$ cat src/rtl/mem_uart_sender.sv
// Streams NUM_BYTES bytes from a synchronous byte memory onto an 8N1, LSB-first UART line.
// Each byte takes one FETCH and one LOAD cycle, then ten serial bits of CLKS_PER_BIT cycles.
module mem_uart_sender #(
   parameter int unsigned CLKS_PER_BIT = 100,
   parameter int unsigned NUM_BYTES    = 4096,
   parameter int unsigned ADDR_W       = 12
) (
   input  logic              clk,
   input  logic              rst,
   input  logic              start,
   output logic              mem_rd_en,
   output logic [ADDR_W-1:0] mem_addr,
   input  logic [7:0]        mem_rdata,
   output logic              tx_serial,
   output logic              busy,
   output logic              done,
   output logic [ADDR_W:0]   byte_cnt
);

   localparam int unsigned CNT_W = (CLKS_PER_BIT > 1) ? $clog2(CLKS_PER_BIT) : 1;

   localparam logic [CNT_W-1:0]  LAST_CNT = CNT_W'(CLKS_PER_BIT - 1);
   localparam logic [CNT_W-1:0]  CLK_ONE  = CNT_W'(1);
   localparam logic [ADDR_W:0]   NUM_CNT  = (ADDR_W + 1)'(NUM_BYTES);
   localparam logic [ADDR_W:0]   CNT_ONE  = (ADDR_W + 1)'(1);
   localparam logic [ADDR_W-1:0] ADDR_ONE = ADDR_W'(1);

   typedef enum logic [2:0] {
      StIdle,
      StFetch,
      StLoad,
      StStart,
      StData,
      StStop,
      StDone
   } state_e;

   state_e            r_state;
   logic [CNT_W-1:0]  r_clk_cnt;
   logic [2:0]        r_bit_idx;
   logic [7:0]        r_shift;
   logic              r_tx;
   logic [ADDR_W-1:0] r_addr;
   logic [ADDR_W:0]   r_byte_cnt;

   state_e            w_state_nx;
   logic [CNT_W-1:0]  w_clk_cnt_nx;
   logic [2:0]        w_bit_idx_nx;
   logic [7:0]        w_shift_nx;
   logic              w_tx_nx;
   logic [ADDR_W-1:0] w_addr_nx;
   logic [ADDR_W:0]   w_byte_cnt_nx;
   logic              w_bit_end;
   logic [ADDR_W:0]   w_cnt_inc;

   assign w_bit_end = (r_clk_cnt == LAST_CNT);
   assign w_cnt_inc = r_byte_cnt + CNT_ONE;

   always_ff @(posedge clk or negedge rst) begin
      if (!rst) begin
         r_state    <= StIdle;
         r_clk_cnt  <= '0;
         r_bit_idx  <= '0;
         r_shift    <= '0;
         r_tx       <= 1'b1;
         r_addr     <= '0;
         r_byte_cnt <= '0;
      end else begin
         r_state    <= w_state_nx;
         r_clk_cnt  <= w_clk_cnt_nx;
         r_bit_idx  <= w_bit_idx_nx;
         r_shift    <= w_shift_nx;
         r_tx       <= w_tx_nx;
         r_addr     <= w_addr_nx;
         r_byte_cnt <= w_byte_cnt_nx;
      end
   end

   always_comb begin
      w_state_nx    = r_state;
      w_clk_cnt_nx  = r_clk_cnt;
      w_bit_idx_nx  = r_bit_idx;
      w_shift_nx    = r_shift;
      w_tx_nx       = r_tx;
      w_addr_nx     = r_addr;
      w_byte_cnt_nx = r_byte_cnt;

      unique case (r_state)
         StIdle: begin
            w_tx_nx = 1'b1;
            if (start) begin
               w_state_nx    = StFetch;
               w_addr_nx     = '0;
               w_byte_cnt_nx = '0;
               w_clk_cnt_nx  = '0;
               w_bit_idx_nx  = '0;
            end
         end
         StFetch: begin
            w_state_nx = StLoad;
         end
         StLoad: begin
            // Read data is valid only in this cycle; the start bit is registered here too.
            w_shift_nx   = mem_rdata;
            w_tx_nx      = 1'b0;
            w_clk_cnt_nx = '0;
            w_state_nx   = StStart;
         end
         StStart: begin
            if (w_bit_end) begin
               w_clk_cnt_nx = '0;
               w_bit_idx_nx = '0;
               w_tx_nx      = r_shift[0];
               w_shift_nx   = {1'b0, r_shift[7:1]};
               w_state_nx   = StData;
            end else begin
               w_clk_cnt_nx = r_clk_cnt + CLK_ONE;
            end
         end
         StData: begin
            if (w_bit_end) begin
               w_clk_cnt_nx = '0;
               if (r_bit_idx == 3'd7) begin
                  w_tx_nx    = 1'b1;
                  w_state_nx = StStop;
               end else begin
                  w_bit_idx_nx = r_bit_idx + 3'd1;
                  w_tx_nx      = r_shift[0];
                  w_shift_nx   = {1'b0, r_shift[7:1]};
               end
            end else begin
               w_clk_cnt_nx = r_clk_cnt + CLK_ONE;
            end
         end
         StStop: begin
            if (w_bit_end) begin
               w_clk_cnt_nx  = '0;
               w_byte_cnt_nx = w_cnt_inc;
               // Last byte leaves the address at NUM_BYTES-1 so a full-size block never wraps.
               if (w_cnt_inc < NUM_CNT) begin
                  w_addr_nx  = r_addr + ADDR_ONE;
                  w_state_nx = StFetch;
               end else begin
                  w_state_nx = StDone;
               end
            end else begin
               w_clk_cnt_nx = r_clk_cnt + CLK_ONE;
            end
         end
         StDone: begin
            w_state_nx = StIdle;
         end
         default: begin
            w_state_nx = StIdle;
            w_tx_nx    = 1'b1;
         end
      endcase
   end

   assign mem_rd_en = (r_state == StFetch);
   assign mem_addr  = r_addr;
   assign tx_serial = r_tx;
   assign busy      = (r_state != StIdle) && (r_state != StDone);
   assign done      = (r_state == StDone);
   assign byte_cnt  = r_byte_cnt;

endmodule

$ cat config.mk
export PLATFORM = sky130hd
export DESIGN_NAME = mem_uart_sender
export DESIGN_NICKNAME = d
export VERILOG_FILES = /design/src/rtl/mem_uart_sender.sv
export SDC_FILE = /design/constraint.sdc
export NUM_CORES = 1
export LEC_CHECK = 0
export CORE_ASPECT_RATIO = 2
export CORE_UTILIZATION = 38
export CTS_CLUSTER_DIAMETER = 60
export DETAILED_ROUTE_END_ITERATION = 10
export PLACE_DENSITY = 0.72
export SLEW_MARGIN = 40
export SYNTH_ARGS = -nofsm -noshare
export SYNTH_HDL_FRONTEND = slang
export SYNTH_SLANG_ARGS = --single-unit
$ cat constraint.sdc
create_clock -name clk -period 2.71 [get_ports clk]
set_input_delay 0.542 -clock clk [delete_from_list [all_inputs] [get_ports clk]]
set_output_delay 0.542 -clock clk [all_outputs]
set_load 0.02 [all_outputs]
==> impl_summary.txt <==
----------------------------------------------------
[Placed design]
  Sum of net half-perimeters after detailed placement ... 4.32 mm
  Cell total after placement ... 401
  Cell area after placement ... 3090 sq um
  Port Buffer Count ... 39
  Pre-CTS worst setup slack ... 0.353 ns
  Routability congestion estimate ... 0.803

[Detailed routing]
  Iteration-0 DRC Markers ... 110
  DRT antenna net count ... 0
  1st-pass router iterations ... 4
  Total routed wirelength ... 5.83 mm
  DR vias ... 2275
  Detail-routed net length per standard cell ... 14.3 microns
  Vias per inst ... 5.56
  Residual DRC ... 0

[Floorplanning]
  Die ar. ... 7130 sq um
  Horizontal extent of the die ... 60.2 microns
  Effective utilization at floorplan ... 0.392
  Standard-cell row count ... 42
  Die outline height ... 118 microns
  I/O pins ... 40
  Placeable core region ... 6570 sq um

[Timing]
  Final Max Tran Viols ... 0
  Max frequency ... 0.419 GHz
  Final number of setup-violating endpoints ... 0
  Transition time at the pin with the least slew margin ... 0.622 ns
  Final worst-path cycle share ... 0.881
  Worst slew margin ... 0.579
  Final clock skew ... 0.00842 ns
  Time the final worst path needs with I/O delays and setup ... 2.39 ns
  Hold Fails Final Rpt ... 0
  Final setup TNS ... 0 ns
  RSZ-0062 raised after global routing ... false
  Least setup slack across all paths after layout ... 0.322 ns

[GRT]
  GR Util All Layers ... 0.182
  Pin count of the biggest net entering global routing ... 27
  Number of global-route vias before repair ... 2283
  Number of antenna violations at the first check in global routing ... 0
  Total overflow reported by the global router ... 0
  Wire length of the first global-routing pass ... 10.2 mm

[Clock network]
  Clk slew on worst S/H paths ... 0.07 ns
  Clock root buffer ... clkbuf_16
  Number of buffers inserted during clock tree synthesis ... 5
  Clock tree from TritonCTS ... built
  TritonCTS Sinks ... 47
  Cts repair resizes ... 0
  # Post-CTS Setup Buffers ... 0
  Insertion delay to the later sink of the worst-skew pair ... 0.29 ns
  Bufs on Longest Clock Path ... 2
  Count of H-tree levels built during CTS ... 2
  Quantity of hold-fixing buffers added after cts ... 0

[Final layout]
  Ratio of cells with drive above 1 in the final layout ... 0.0935
  Area growth from synthesis to layout ... 26.6%
  Filler cell count in the final layout ... 635
  Area of all placed cells without fillers ... 3260 sq um
  NumNets Final ... 336
  Non-filler instance count after layout ... 409
  Total inserted antenna cells ... 0

[Setup path]
  Required time of the worst setup path ... 2.92 ns
  Max incr delay on CP ... 0.69 ns
  Ordered list of cells on the worst path ... or4b_1 -> nor3_4 -> nand4_4 -> or4_1 -> a21oi_1
  Top fanout value on the critical path ... 10
  Critical path class ... register to register
  Endpoint class of the critical path ... register
  Delay-heaviest family, CP ... simple AND/OR/NAND/NOR gates
  Number of buffer and inverter instances along the worst setup path ... 0
  Arrival time of the worst setup path ... 2.60 ns
  Launching element type of the critical path ... register
  Slowest cell on the critical path ... or4b_1

[Synthesis]
  Synthesized-area fraction occupied by ao, oa, aoi and oai cells ... 0.165
  Register area share after synthesis ... 0.457
  Mux share of post-synthesis cell area ... 0.0355
  Combinational family with the most area after synthesis ... simple AND/OR/NAND/NOR gates
  Share of synthesized cell area in full adder, half adder and majority cells ... 0.0243
  Number of distinct library cell variants in the gate-level netlist after synthesis ... 51
  YS warnings ... 0
  Number of synthesized flops with an enable pin ... 0
  Synthesized-area fraction occupied by and/or/nand/nor cells ... 0.236
  Prevailing post-synth register cell ... dfrtp_1
  Post-synth net total ... 290
  Synthesized area ... 2580 sq um
  Number of synthesized register bits ... 47
  Async set or reset register ratio after synthesis ... 1.00
  Gate Count Post-Synth ... 274
  Post-synthesis share of cell area spent on xor and xnor gates ... 0.0374
  Avg Synthesized Cell Area ... 9.40 sq um

[Job]
  Count of maximum capacitance violations ... 0

[Power]
  Maximum ir drop on the vdd rail ... 0.000460 V
  Power density over cell area ... 473 nW/um^2
  Leakage component of the power ... 1.31 nW

[Outcome]
  Status ... complete, no violations

[Hold path]
  Worst Hold Class ... input port to asynchronous set/reset pin

----------------------------------------------------
==> synthesized netlist by cell type (3+ instances only) <==
master	instances	area, sq um
xnor2_1	8	70.1
nor2b_1	4	25.0
o22ai_1	3	18.8
nor4_1	3	18.8
nor3_1	6	30.0
dfrtp_1	46	1150
a21boi_0	3	22.5
a21oi_1	13	65.1
or3_1	5	31.3
o21ai_0	26	130
nand4_1	6	37.5
mux2i_1	8	80.1
nor2_1	21	78.8
or4_1	7	52.6
clkbuf_1	7	26.3
ha_1	5	62.6
o31ai_1	8	60.1
nand3_1	12	60.1
xor2_1	3	26.3
inv_1	11	41.3
a22o_1	3	26.3
nand2_1	28	105
==> kinds of logic (layout without fill, tap and decap cells) <==
group | count (synthesis) | count (layout)
AND/OR/NAND/NOR | 111 | 111
AO/OA/AOI/OAI | 68 | 68
flip-flops | 47 | 47
buffers and inverters | 23 | 70
XOR/XNOR | 11 | 11
multiplexers | 9 | 9
adder cells (fa/ha/maj) | 5 | 5
==> report_power, final <==
part           switching (mW)  internal, mW
Clock                   0.267         0.435
Combinational          0.0508        0.0496
Sequential             0.0195         0.720
==> final timing paths <==
check | from | slack [ns] | depth (start not counted) | to
setup / recovery | r_clk_cnt[3] | 0.32 | 5 | mem_addr[7]
hold / removal | rst | 0.22 | 1 | byte_cnt[8]
setup reg to reg | r_clk_cnt[3] | 0.32 | 5 | mem_addr[7]
hold reg to reg | r_shift[5] | 0.49 | 2 | r_shift[5]
max in group asynchronous | rst | 1.72 | 2 | tx_serial
min in group clk | r_shift[5] | 0.49 | 2 | r_shift[5]
==> per-layer routing <==
layer | track usage | up-vias | part of all wire
met1 | 0.208 | 1107 | 0.40
met2 | 0.317 | 63 | 0.55
met3 | 0.0252 | 12 | 0.030
li1 | - | 1093 | -
met4 | 0.0843 | 0 | 0.029
met5 | 0 | - | 0
==> final cells by class <==
class / instances / area [sq um] / area share
tap: 88 / 110 / 0.0338
clock buffer: 5 / 125 / 0.0384
timing repair buffer: 51 / 475 / 0.146
multi-input combinational: 204 / 1290 / 0.395
clock inverter: 3 / 43.8 / 0.0134
inverter: 11 / 41.3 / 0.0127
sequential: 47 / 1180 / 0.361
==> flip-flops by register name, summed over array words and instances (netlist names) <==
register and cells:
r_bit_idx 3, byte_cnt 13, tx_serial 1, mem_addr 12, r_shift 8, r_state 3
r_clk_cnt 7
==> placed cells by master (no fill, tap or decap), types with 2 or more instances in the layout <==
master	count
o21bai_1	2
clkbuf_16	5
o41ai_1	2
nand3b_1	2
nor3_1	6
xnor2_1	8
or3_1	5
nor4_1	3
a21boi_0	3
ha_1	5
mux2i_1	8
xor2_1	3
a21oi_1	13
inv_1	11
o22ai_1	3
buf_4	12
a2bb2oi_1	2
dfrtp_1	46
nand2_1	28
nand3_1	12
o21ai_0	26
or4_1	7
o31ai_1	8
and3b_1	2
nor2b_1	4
clkdlybuf4s50_1	38
nor2_1	21
a22o_1	3
or2_2	2
nand4_1	6
==> stage by stage <==
| stage | hold WS [ns] | utilization | power (mW) |
|---|---|---|---|
| floorplan | 0.246 | - | 0.791 |
| global placement | 0.464 | 0.471 | 0.853 |
| detailed placement | 0.478 | 0.471 | 0.856 |
| CTS | 0.236 | 0.497 | 1.56 |
| global route | 0.252 | 0.497 | 1.60 |
| finish | 0.216 | 0.497 | 1.54 |
No activity file was read; power rests on OpenSTA's default activity.
==> edit 1, RTL diff (same flow settings) <==
`ADDR_W`: 12 -> 13.
--- a/src/rtl/mem_uart_sender.sv
+++ b/src/rtl/mem_uart_sender.sv
@@ -3,7 +3,7 @@
 module mem_uart_sender #(
    parameter int unsigned CLKS_PER_BIT = 100,
    parameter int unsigned NUM_BYTES    = 4096,
-   parameter int unsigned ADDR_W       = 12
+   parameter int unsigned ADDR_W       = 13
 ) (
    input  logic              clk,
    input  logic              rst,
Interface: changed (resized byte_cnt and mem_addr); port bits go from 40 to 42. No check against the original RTL was run, so the function may have changed too.
==> edit 1 against the unedited design <==
Area after synthesis up 11%; sequential cell count up 2; setup slack got worse by 0.071 ns; fmax is 2.9% lower; wire length is 11% higher; die area increased by 11%; design area grew 8.2%.
Power is not compared: it rests on default switching activity, and its combinational part moved more than twofold at a synthesized area within 25%.
==> edit 1: results <==
[detailed_routing]
avgRoutedWirePerCell_um = 15.11
routed_wl_mm = 6.453
drt-pass1-iter-count = 6
met2_length_mm = 3.770

[placed_design]
placed_cells = 419
placed_area_sq_mm = 0.003352
dp_hpwl_mm = 4.732
portBuffers = 41

[outcome]
status = finished, final reports clean

[sta]
clock-skew-final_ns = 0.004580
max_slew_margin = 0.6182

[final_layout]
layout-drive-gt1-share = 0.1284
nets = 350

[logic_synthesis]
synthMuxAreaShare = 0.1081
synth_seq_area_share = 0.4293
synth-xor-area-share = 0.03370
synth.area.top_cells = dfrtp_1 42%, mux2_2 5.9%, nand2_1 5.1%, mux2i_1 4.9%, nor2_1 3.0%
synth_fp_nets = 310
avgSynthCellArea_sq_um = 9.724
synth-compound-area-share = 0.1383
synth_commonest_cells = 48 x dfrtp_1, 39 x nand2_1, 23 x nor2_1

[global_route]
grt_pass1_vias = 2373
grt_pass1_wl_mm = 10.88
grtUsageTotal = 0.1724

[setup_path]
cp_max_fo = 21
## edit 1: cell count changes in the layout (fill, tap and decap cells not counted), moves of 5 or more
cell / delta
and3_1: +5
or3_1: -5
nand2_1: +11
o21ai_0: -11
inv_1: -5
mux2_2: +14
or4_1: -7
buf_4: -7
mux2i_1: +6
nand2b_1: +11
o31ai_1: -6
nand4_1: +5
## edit 1: layout make-up
cell class              count  area (sq um)
clock buffers               6         138.9
clock inverters             2         37.54
fillers                   692          3739
inverters                   6         22.52
multi-input cells         226          1544
flip-flops and latches     49          1227
well taps                  92         115.1
repair buffers             46         442.9
## edit 1: cell families after synthesis
group           Yosys count
simple gates            127
xor+xnor                 11
compound gates           54
flops                    49
fa+ha+maj                 5
buf+inv                  19
mux                      29
## edit 1: critical path, stage by stage (launching register included)
cell and delay [ns]:
dfrtp_1 0.58, nand2b_1 0.32, nor2_1 0.12, clkdlybuf4s50_1 0.61
## edit 1: power by group
group	internal, W	switching [W]
Combinational	0.000251	0.000214
Clock	0.000461	0.000270
Sequential	0.000862	0.000130
Total	0.00157	0.000614
## edit 1: path summary, 6_finish.rpt
check / end / startpoint / slack, ns
max: done / r_state[0] / 0.25
min: byte_cnt[9] / rst / 0.23
max reg2reg: mem_addr[5] / byte_cnt[2] / 0.55
min reg2reg: r_shift[6] / r_shift[6] / 0.50
max in group asynchronous: mem_addr[3] / rst / 1.86
min in group clk: r_shift[6] / r_shift[6] / 0.50
## edit 1: metrics by stage
stage	utilization	power, W	worst slack [ns]
after floorplan	-	0.001300	0.7354
after global placement	0.4613	0.001455	0.5393
after detailed placement	0.4613	0.001475	0.5543
after CTS	0.4855	0.002216	0.2593
after global routing	0.4855	0.002303	0.1891
final	0.4855	0.002188	0.2516
## edit 1: per-layer routing
layer / GRT usage / vias up
met5: 0 / -
met4: 0.08289 / 0
met3: 0.02198 / 10
met2: 0.3273 / 40
met1: 0.1774 / 1153
li1: - / 1141
==> edit 2, RTL diff (config.mk and constraints unchanged) <==
Without the edit above. Register the inputs `start` and `mem_rdata` before use, cleared by the reset. The logic sees them one clock later. Comments in the files are not updated.
--- a/src/rtl/mem_uart_sender.sv
+++ b/src/rtl/mem_uart_sender.sv
@@ -34,6 +34,19 @@
       StStop,
       StDone
    } state_e;
+
+   logic start_q;
+   logic [7:0] mem_rdata_q;
+
+   always_ff @(posedge clk or negedge rst) begin
+      if (!rst) begin
+         start_q     <= '0;
+         mem_rdata_q <= '0;
+      end else begin
+         start_q     <= start;
+         mem_rdata_q <= mem_rdata;
+      end
+   end
 
    state_e            r_state;
    logic [CNT_W-1:0]  r_clk_cnt;
@@ -88,7 +101,7 @@
       unique case (r_state)
          StIdle: begin
             w_tx_nx = 1'b1;
-            if (start) begin
+            if (start_q) begin
                w_state_nx    = StFetch;
                w_addr_nx     = '0;
                w_byte_cnt_nx = '0;
@@ -101,7 +114,7 @@
          end
          StLoad: begin
             // Read data is valid only in this cycle; the start bit is registered here too.
-            w_shift_nx   = mem_rdata;
+            w_shift_nx   = mem_rdata_q;
             w_tx_nx      = 1'b0;
             w_clk_cnt_nx = '0;
             w_state_nx   = StStart;
Function: changed (a bounded check fails within 4 cycles, from zero or initial values and one cycle with rst low).
==> edit 2 against the unedited design <==
Critical path depth is 2 lower; first-iteration DRC count increased by 26%; cell count rose by 2.7%; sequential cell count up 9; area after synthesis grew 13%; non-clock buffer count decreased by 2; wire length rose by 17%; design area up 10%; global-route usage increased by 0.54 points; setup slack got worse by 0.12 ns; count of clock-buffer cells in the layout stayed put.
Power is not compared: it rests on default switching activity, and its combinational part moved more than twofold at a synthesized area within 25%.
==> edit 2: results <==
[clock_network]
cts.path.max_buffers = 2
cts_buffers = 5
post-cts-setup-buffers = 0
post_cts_resized = 0
htree_levels = 2
clock_latency_ns = 0.31

[global_route]
grt_max_degree = 28
grt_use_met2 = 0.3411
grtUsageTotal = 0.1878
grt_pass1_vias = 2470
grt_pass1_wl_mm = 11.50
antenna_found_initial = 0
met1_usage = 0.1819
met3_usage = 0.03285

[logic_synthesis]
synth.distinct_cells = 51
async_flop_share = 1.000
synth_seq_area_share = 0.4834
synth.area.top_cells = dfrtp_1 47%, mux2_2 5.8%, o21ai_0 3.6%, xnor2_1 3.0%, nand3_1 2.8%
synth_fp_nets = 300
synth_commonest_cells = 55 x dfrtp_1, 21 x o21ai_0, 19 x nor2_1

[sta]
worstMarginPinSlew_ns = 0.5789
clock-skew-final_ns = 0.01012
timing.fmax_mhz = 398.8
worst_hold_slack_ns = 0.1179
setup-tns-final_ns = 0

[final_layout]
layout-drive-gt1-share = 0.1341
nets = 343
insertedDiodeCount = 0

[detailed_routing]
avgRoutedWirePerCell_um = 16.30
ant_nets = 0
viasPerCell = 5.698
drt-pass1-iter-count = 4
first_iter_violations = 139

[setup_path]
reg2regPathDepth = 7
r2r_setup_slack_ns = 0.27
arrival_ns = 1.97
cp_max_fo = 21

[outcome]
status = finished, final reports clean

[hold_path]
hold_path_class = input port to async pin

[placed_design]
gp_congestion = 0.8535
dp_hpwl_mm = 5.221
portBuffers = 39
pre_cts_ws_ns = 0.2992

[power]
p_leak_nw = 1.473
[edit 2: changes by cell type in the layout (fill, tap and decap cells not counted), moves of 4 or more]
cell     before  now
nor4_1        3    7
mux2i_1       8    1
o21a_1        0    5
dfrtp_1      46   53
o21ai_0      26   21
mux2_2        1   15
nand3_1      12   16
or3_1         5    1
nand2_1      28   18
inv_1        11    6
[edit 2: routing by layer]
metal,wire length [um],vias up
met5,0,-
met4,353,0
met3,186,23
met2,3868,62
met1,2440,1167
li1,-,1141
[edit 2: logic make-up (layout without fill, tap and decap cells)]
| family | count (synthesis) | in the layout | share of synthesized area |
|---|---|---|---|
| compound gates | 71 | 71 | 0.1669 |
| buf+inv | 19 | 63 | 0.02630 |
| mux | 17 | 17 | 0.06554 |
| fa+ha+maj | 5 | 5 | 0.02156 |
| flops | 56 | 56 | 0.4834 |
| xor+xnor | 10 | 10 | 0.03018 |
| simple gates | 106 | 106 | 0.2061 |
[edit 2: worst paths after layout]
| path | from | end |
|---|---|---|
| min in group clk | r_shift[1] | r_shift[1] |
| hold / removal | rst | r_state[0] |
| setup / recovery | r_state[2] | busy |
| setup reg to reg | byte_cnt[0] | mem_addr[7] |
| max in group asynchronous | rst | tx_serial |
| hold reg to reg | r_shift[1] | r_shift[1] |
[edit 2: worst max-delay path, cell delays in order (launching register included)]
cell             delay, ns
dfrtp_2               0.54
nor2b_1               0.20
or3_1                 0.37
clkdlybuf4s50_1       0.55
[edit 2: cell type report]
cell class / instances / area (sq um)
well taps: 92 / 115.1
repair buffers: 49 / 460.4
clock buffers: 5 / 125.1
fillers: 684 / 3724
clock inverters: 3 / 47.55
multi-input cells: 209 / 1423
flip-flops and latches: 56 / 1405
inverters: 6 / 22.52
[edit 2: where the power goes]
part           switching (W)  internal, W  total (W)
clock network       0.000311     0.000440   0.000751
logic               0.000149     0.000184   0.000333
registers          0.0000794     0.000945    0.00102
total               0.000540      0.00157    0.00211
[edit 2: metrics by stage]
step | instances | total power (W) | instance area, sq um
floorplan | 284 | 0.001253 | 2902
global placement | 412 | 0.001361 | 3423
detailed placement | 412 | 0.001376 | 3423
CTS | 420 | 0.002133 | 3596
global route | 420 | 0.002208 | 3598
finish | 420 | 0.002107 | 3598
